## config.mk

```make
export PLATFORM = sky130hd
export DESIGN_NAME = regfile_sb
export DESIGN_NICKNAME = d
export VERILOG_FILES = /design/src/rtl/regfile_sb.sv
export SDC_FILE = /design/constraint.sdc
export NUM_CORES = 2
export LEC_CHECK = 0
export ABC_CLOCK_PERIOD_IN_PS = 53200
export CORE_MARGIN = 8
export CORE_UTILIZATION = 44
export DETAILED_ROUTE_END_ITERATION = 8
export SLEW_MARGIN = 20
export SYNTH_ARGS = -nofsm -noshare
export SYNTH_HDL_FRONTEND = slang
export SYNTH_SLANG_ARGS = --single-unit
```

## constraint.sdc

```tcl
create_clock -name clk -period 53.2 [get_ports clk]
set_input_delay 13.3 -clock clk [delete_from_list [all_inputs] [get_ports clk]]
set_output_delay 13.3 -clock clk [all_outputs]
set_load 0.02 [all_outputs]
```

## src/rtl/regfile_sb.sv

```systemverilog
// regfile_sb: scoreboarded register file with two combinational read ports
// and two clocked write ports for the multi-cycle ARM datapath.
//
// Ports:
//   clk, reset          rising-edge clock, asynchronous active-high reset
//   ra1/ra2 -> rd1/rd2  combinational reads; PC_IDX returns r15
//   busy1/busy2         busy bits of ra1/ra2 (PC_IDX never busy)
//   r15                 PC+8 value returned for PC_IDX reads
//   we3/wa3/wd3         result writeback port (wins on address conflict)
//   we4/wa4/wd4         base-register writeback port
//   rsv/rsv_addr        reserve request: marks rsv_addr busy
//   npend               registered count of busy registers
//
// Build option: define REGFILE_BYPASS_EN to forward same-cycle write data
// (and the matching busy clear) onto the read ports.
module regfile_sb #(
  parameter int WIDTH  = 32,
  parameter int NREGS  = 16,
  parameter int AW     = 4,
  parameter int PC_IDX = NREGS - 1
) (
  input  logic             clk,
  input  logic             reset,
  input  logic [AW-1:0]    ra1,
  input  logic [AW-1:0]    ra2,
  output logic [WIDTH-1:0] rd1,
  output logic [WIDTH-1:0] rd2,
  output logic             busy1,
  output logic             busy2,
  input  logic [WIDTH-1:0] r15,
  input  logic             we3,
  input  logic [AW-1:0]    wa3,
  input  logic [WIDTH-1:0] wd3,
  input  logic             we4,
  input  logic [AW-1:0]    wa4,
  input  logic [WIDTH-1:0] wd4,
  input  logic             rsv,
  input  logic [AW-1:0]    rsv_addr,
  output logic [AW:0]      npend
);

  localparam logic [AW-1:0] PC_A = AW'(PC_IDX);

  logic [WIDTH-1:0] rf [NREGS];
  logic [NREGS-1:0] busy;
  logic [NREGS-1:0] busy_nxt;
  logic [AW:0]      pend_nxt;

  // Effective write strobes: PC is never written; port 4 loses a collision.
  logic commit3, commit4;
  assign commit3 = we3 && (wa3 != PC_A);
  assign commit4 = we4 && (wa4 != PC_A) && !(we3 && (wa3 == wa4));

  // Next busy vector: writes clear first, then a reserve sets, so a reserve
  // in the same cycle as a write to that register leaves it busy. A dropped
  // port-4 write shares its address with port 3, so its clear is implied.
  always_comb begin
    busy_nxt = busy;
    if (commit3) busy_nxt[wa3] = 1'b0;
    if (commit4) busy_nxt[wa4] = 1'b0;
    if (rsv && (rsv_addr != PC_A)) busy_nxt[rsv_addr] = 1'b1;
  end

  always_comb begin
    pend_nxt = '0;
    for (int i = 0; i < NREGS; i++) pend_nxt = pend_nxt + (AW+1)'(busy_nxt[i]);
  end

  always_ff @(posedge clk or posedge reset) begin
    if (reset) begin
      for (int i = 0; i < NREGS; i++) rf[i] <= '0;
      busy  <= '0;
      npend <= '0;
    end else begin
      if (commit3) rf[wa3] <= wd3;
      if (commit4) rf[wa4] <= wd4;
      busy  <= busy_nxt;
      npend <= pend_nxt;
    end
  end

`ifdef REGFILE_BYPASS_EN
  logic hit3_1, hit4_1, hit3_2, hit4_2;
  assign hit3_1 = we3 && (wa3 == ra1);
  assign hit4_1 = we4 && (wa4 == ra1);
  assign hit3_2 = we3 && (wa3 == ra2);
  assign hit4_2 = we4 && (wa4 == ra2);

  always_comb begin
    if (ra1 == PC_A) begin
      rd1   = r15;
      busy1 = 1'b0;
    end else if (hit3_1 || hit4_1) begin
      rd1   = hit3_1 ? wd3 : wd4;
      busy1 = rsv && (rsv_addr == ra1);
    end else begin
      rd1   = rf[ra1];
      busy1 = busy[ra1];
    end
    if (ra2 == PC_A) begin
      rd2   = r15;
      busy2 = 1'b0;
    end else if (hit3_2 || hit4_2) begin
      rd2   = hit3_2 ? wd3 : wd4;
      busy2 = rsv && (rsv_addr == ra2);
    end else begin
      rd2   = rf[ra2];
      busy2 = busy[ra2];
    end
  end
`else
  always_comb begin
    rd1   = (ra1 == PC_A) ? r15 : rf[ra1];
    busy1 = (ra1 == PC_A) ? 1'b0 : busy[ra1];
    rd2   = (ra2 == PC_A) ? r15 : rf[ra2];
    busy2 = (ra2 == PC_A) ? 1'b0 : busy[ra2];
  end
`endif

endmodule

```

Word-level counts from Yosys, hierarchy flattened
Cells that the tools add are included.

storage, ports and cells
  logic and storage cells = 104
  register bits = 533

cells by class
  $lt $le $gt $ge = 14
  mux-type cells = 31
  reduce and logical (&&, ||, !) cells = 11
  eq/ne operators = 6
  add/sub/neg operators = 15
  bitwise operators = 9

operator list
  operator                                             count
  bitwise mux 512 bit                                  2
  two-way mux 512 bit                                  2
  binary-select mux 32 bit (select 4 bit)              2
  demux 32 bit (select 4 bit)                          2
  two-way mux 32 bit                                   8
  adder 5 x 1 -> 5 bit                                 11
  two-way mux 16 bit                                   3
  bitwise AND 16 bit                                   2
  NOT 16 bit                                           2
  < comparator 4 x 5 -> 1 bit, second input constant   5
  >= comparator 5 bit, second input constant           4
  NOT 4 -> 5 bit                                       4
  OR 16 bit                                            1
  demux 1 bit (select 4 bit)                           3
  >= comparator 4 x 1 -> 1 bit, second input constant  3
  != test 4 bit, second input constant                 3
  logical AND 1 bit                                    10
  < comparator 5 x 1 -> 1 bit, second input constant   2
  binary-select mux 1 bit (select 4 bit)               2
  equality test 4 bit, second input constant           2
  two-way mux 1 bit                                    7
  adder 4 x 1 -> 5 bit                                 1
  adder 3 x 1 -> 4 bit                                 1
  equality test 4 bit                                  1
  other kinds (3)                                      3

Depth between registers and ports, before layout
  depth in word-level cells = 26
  depth in mapped cells = 18

Worst setup path after synthesis
OpenSTA, ideal clock, no wires.

  path type = input -> output
  start point = input ra2[1]
  end point = output busy2
  arrival time = 14951 ps
  path buffers = 4
  setup slack = 24949 ps
  cell stages on the path = 8
  cell sequence = clkbuf_1 -> buf_2 -> clkbuf_1 -> buf_2 -> nand3b_1 -> o21ai_0 -> mux2i_1 -> o21ai_0

on the way
  longest elaborated chain between the ends = 3
  elaborated cells between the ends (all ways) = 4

ends and longest elaborated chain
  what                                     RTL line  RTL
  start, declared                          25        input logic [AW-1:0] ra2,
  binary-select mux 1 bit (select 4 bit)   116       busy2 = (ra2 == PC_A) ? 1'b0 : busy[ra2];
  two-way mux 1 bit (not written as such)  116
  two-way mux 1 bit (*)                    116
  end, declared                            29        output logic busy2,

Every way passes the cells marked *; elsewhere a longest branch is shown, timed or not. The select of a mux whose other input is x is not followed.

Worst setup path after layout
  start point = input ra1[0]
  end point = output rd1[0]

on the way
  longest elaborated chain between the ends = 5
  elaborated cells between the ends (all ways) = 6

ends and longest elaborated chain
  what                                                    RTL line  RTL
  start, declared                                         24        input logic [AW-1:0] ra1,
  NOT 4 -> 5 bit (not written as such)                    113       rd1 = (ra1 == PC_A) ? r15 : rf[ra1];
  binary-select mux 32 bit (select 4 bit)                 113
  two-way mux 32 bit (not written as such) (2 in series)  113
  two-way mux 32 bit (*)                                  113
  end, declared                                           26        output logic [WIDTH-1:0] rd1,

Marked as above.

==> results.txt <==
- Max-cap violations in this run came to 0.
- Seq/Total Area, Yosys: 38.30%
- Hold repair after CTS inserted 0 buffers.
- The largest total area in the synthesized netlist belongs to sky130_fd_sc_hd__dfrtp_1.
- Routing usage on met2: 45.56%
* Cells resized by post-CTS repair: 0
- For the worst setup path, the data required time is 39.90 ns.
- ANT nets after route: 0
* Post-synthesis simple-gate area fraction: 2.106%
- Maximum number of pins on one net before global-route repair: 164
- Number of levels the H-tree was split into: 2
- Main area contributors after synthesis: sky130_fd_sc_hd__dfrtp_1 38%, sky130_fd_sc_hd__mux2_2 30%, sky130_fd_sc_hd__mux4_2 16%
- Final Non-Filler Cells: 3467
* Number of global-route vias before repair: 23930
* Cell Area, Synth: 32740 um2
- For this design the top-level I/O count stands at 192.
- Number of design rule violations left after detail routing: 0
- Num rows: 100
* Share of layout cells above drive strength 1: 52.03%
* Net Count, Synth: 2535
- The synthesized netlist devotes 4.204% of its cell area to compound gates.
- The clock period could shrink to 30.30 ns.
- Summed over all nets, the half-perimeter wirelength after detailed placement is 63.93 mm.
* Maximum buffer depth of the clock tree: 3
- Wire length of the first global-routing pass: 172.2 mm
- Critical path capture point type: output port
- The worst setup path is launched from an input port.
* DR vias: 23020
- After detailed placement, the total cell area comes to 35370 um2.
- For the pin with the worst max-slew slack, the measured transition is 1.070 ns.
- The later pin in the worst-skew pair is clocked with a latency of 0.64 ns.
* Busiest grt layer: met2
- The min-delay analysis places its worst path in the category flop to flop.
- Final setup vio count: 0
- Of the total power, the clock network draws 27.9%.
* Post-DR wirelength/cell: 34.39 um
- The first routing iteration left 2232 violations.
* Post-CTS setup buffer count: 0
- For this run, the slowest stage of the critical path takes 0.82 ns.
- Leak pwr: 15.11 nW
* Cell repeated most along the worst path: sky130_fd_sc_hd__buf_4
* Signed area change from the synthesized netlist to the final layout: 13.85%
* Arrival time of the worst setup path: 17.00 ns
* Clock tree from TritonCTS: yes
* Dominant combinational cell family by area after synthesis: multiplexers
- Traced cell by cell, the critical path runs through buf_8 -> buf_4 -> buf_4 -> mux4_2 -> a22oi_1 -> nand2_1 -> clkdlybuf4s50_1.
* RSZ-0062 raised after global routing: no
- The library cell used most frequently in the layout, excluding fill and tap cells, is sky130_fd_sc_hd__mux2_2.
- Cell at the root of the clock tree: sky130_fd_sc_hd__clkbuf_16
* Register bit total from synthesis: 501
- In this run the power spent charging and discharging nets is 0.0004361 W.
* Final std cell area, no fill: 37270 um2
* Internal Dissipation: 0.001005 W
- The net count of the finished layout is 2584.
- Critical-path cell with the highest stage delay: sky130_fd_sc_hd__buf_4
- Number of synthesis warnings: 0
* Number of sinks driven by the clock tree: 501
- Total track usage: 28.30%
- After technology mapping, the gate count stands at 2399.
- Total global routing overflow: 0
- Once the floorplan was initialized, standard cells occupied 44.20% of the core.
* Final Max Tran Viols: 0
- XOR/XNOR share of the synthesized area: 0.1338%
- Total power divided by cell area: 38.67 nW/um2
- Fill cell count: 6289
- The die is 288.8 um wide.
- Of all nets on the critical path, the largest fanout is 61.
* Mux cell area share after synthesis: 50.87%
- Die ar.: 83390 um2
- Global routing used 36.79% of the available met1 tracks.
- Number of buffers added by the clock tree synthesis step: 59
- Synthesis instantiated 38 different standard cells from the library.
- Instance count after placement with tap cells included: 3356
* Final hold viol count: 0
- Outcome: finished, final reports clean
* Aggregate routed wire length: 119.2 mm
- Top cell type's share of synthesized area: 38.30%
- At the end of routability-driven placement, the weighted congestion stood at 0.8556.
- Pre-CTS WS: 22.85 ns
- The synthesized netlist devotes 0.8026% of its cell area to adder and majority cells.
- For met3 alone, demand over resource in global routing was 5.923%.
* Max Fclk: 33.01 MHz
- The core region is 74070 um2.
- Worst setup margin: 22.90 ns
- The pre-antenna-repair detailed-routing pass consisted of 6 iterations.
- Dividing the detail-routed via count by the number of cells gives 6.639.
* Net Sw Frac: 30.25%
- Aggregate negative setup slack: 0 ns
- Per report_power, the combinational group accounts for 32.9% of the total.
- Each instance of the synthesized netlist takes up on average 13.65 um2.
- IR analysis of the VDD net gives a maximum drop of 0.02777 mV.
- In this run the tightest slew margin relative to its limit is 28.68%.
* Final critical-path share of the clock period: 56.95%
- Top library cells by usage in the layout, fill and taps aside: 876 x sky130_fd_sc_hd__mux2_2, 501 x sky130_fd_sc_hd__dfrtp_1, 229 x sky130_fd_sc_hd__mux4_2
* Sequential power share: 39.2%
- The setup path with the least slack is of type input port to output port.
- During placement, the flow inserted port buffers numbering 191.
* Vert. Die Dim: 288.8 um
* Antenna violations before repair: 9
* Clk slew on worst S/H paths: 0.06 ns
- Between clock sinks in the finished design, the worst skew comes to 0.006904 ns.
==> per-layer routing <==
metal	wire [um]	part of all wire, %
met5	13	0.011
met3	9551	8.0
met1	48150	40
met4	5528	4.6
met2	55970	47
==> critical path, delay by kind of cell <==
family	cells	cell delay [ns]
buffers and inverters	4	2.66
AO/OA/AOI/OAI	1	0.20
AND/OR/NAND/NOR	1	0.15
multiplexers	1	0.59
==> synth_stat cells, drive strengths merged <==
cell and count:
buf 123, dfrtp 501, a22oi 94, inv 22, a32oi 2, nand2 87, mux2i 101, and3 3
nor2b 10, xnor2 4, xor2 1, nand2b 4, o21ai 37, nor2 24, mux2 931, a21o 1
or3 2, mux4 229, fa 10, a221oi 32, and2 3, a32o 15, nand4 1, ha 5
nand3b 7, nand4b 1, or3b 1, clkbuf 134, and3b 1, o211ai 1, a21oi 3, nand3 2
a211oi 1, nor3 4, nor3b 2
==> metrics by stage <==
stage	power (W)	util, %	hold slack, ns
6_report	0.001441	50.32	0.4286
5_1_grt	0.001513	50.31	0.4417
3_5_place_dp	0.001039	47.75	0.4066
4_1_cts	0.001445	50.30	0.4310
3_3_place_gp	0.001020	47.75	0.4055
2_1_floorplan	0.0009012	-	0.4766
==> power groups by stage <==
stage / logic (W) / clock network (W) / registers (W)
6_report: 0.000474 / 0.000402 / 0.000565
2_1_floorplan: 0.000360 / 0 / 0.000541
3_3_place_gp: 0.000460 / 0 / 0.000560
4_1_cts: 0.000475 / 0.000409 / 0.000561
5_1_grt: 0.000511 / 0.000425 / 0.000577
3_5_place_dp: 0.000472 / 0 / 0.000567
==> registers in the layout, summed over array words and instances, names as in the netlist <==
signal	count
rf	480
busy	16
npend	5
==> cell families (layout without fill, tap and decap cells) <==
| kind of cell | after synthesis | count (layout) |
|---|---|---|
| simple gates | 152 | 152 |
| flops | 501 | 501 |
| compound gates | 186 | 186 |
| xor+xnor | 5 | 5 |
| mux | 1261 | 1261 |
| fa+ha+maj | 15 | 15 |
| other cells | 0 | 7 |
| buf+inv | 279 | 371 |
==> layout make-up <==
| cell class | instances | area, um2 | share of cell area [%] |
|---|---|---|---|
| Multi-Input combinational cell | 1619 | 19180 | 51.46 |
| Sequential cell | 501 | 12540 | 33.64 |
| Clock buffer | 88 | 1737 | 4.659 |
| Clock inverter | 16 | 151.4 | 0.4062 |
| Antenna cell | 7 | 17.52 | 0.04700 |
| Timing Repair Buffer | 245 | 2349 | 6.301 |
| Tap cell | 969 | 1212 | 3.253 |
| Inverter | 22 | 90.09 | 0.2417 |
==> final timing paths <==
path,startpoint,to,slack [ns],cells after the start
worst min register to register,busy[15],busy[15],0.43,0
worst max register to register,busy[9],npend[4],49.29,11
worst min-delay path,busy[15],busy[15],0.43,0
min in group asynchronous,reset,npend[4],13.16,2
worst max-delay path,ra1[0],rd1[0],22.90,7
max in group asynchronous,reset,rf[399],37.59,4
Note: power is estimated with default switching activity, not from simulation.
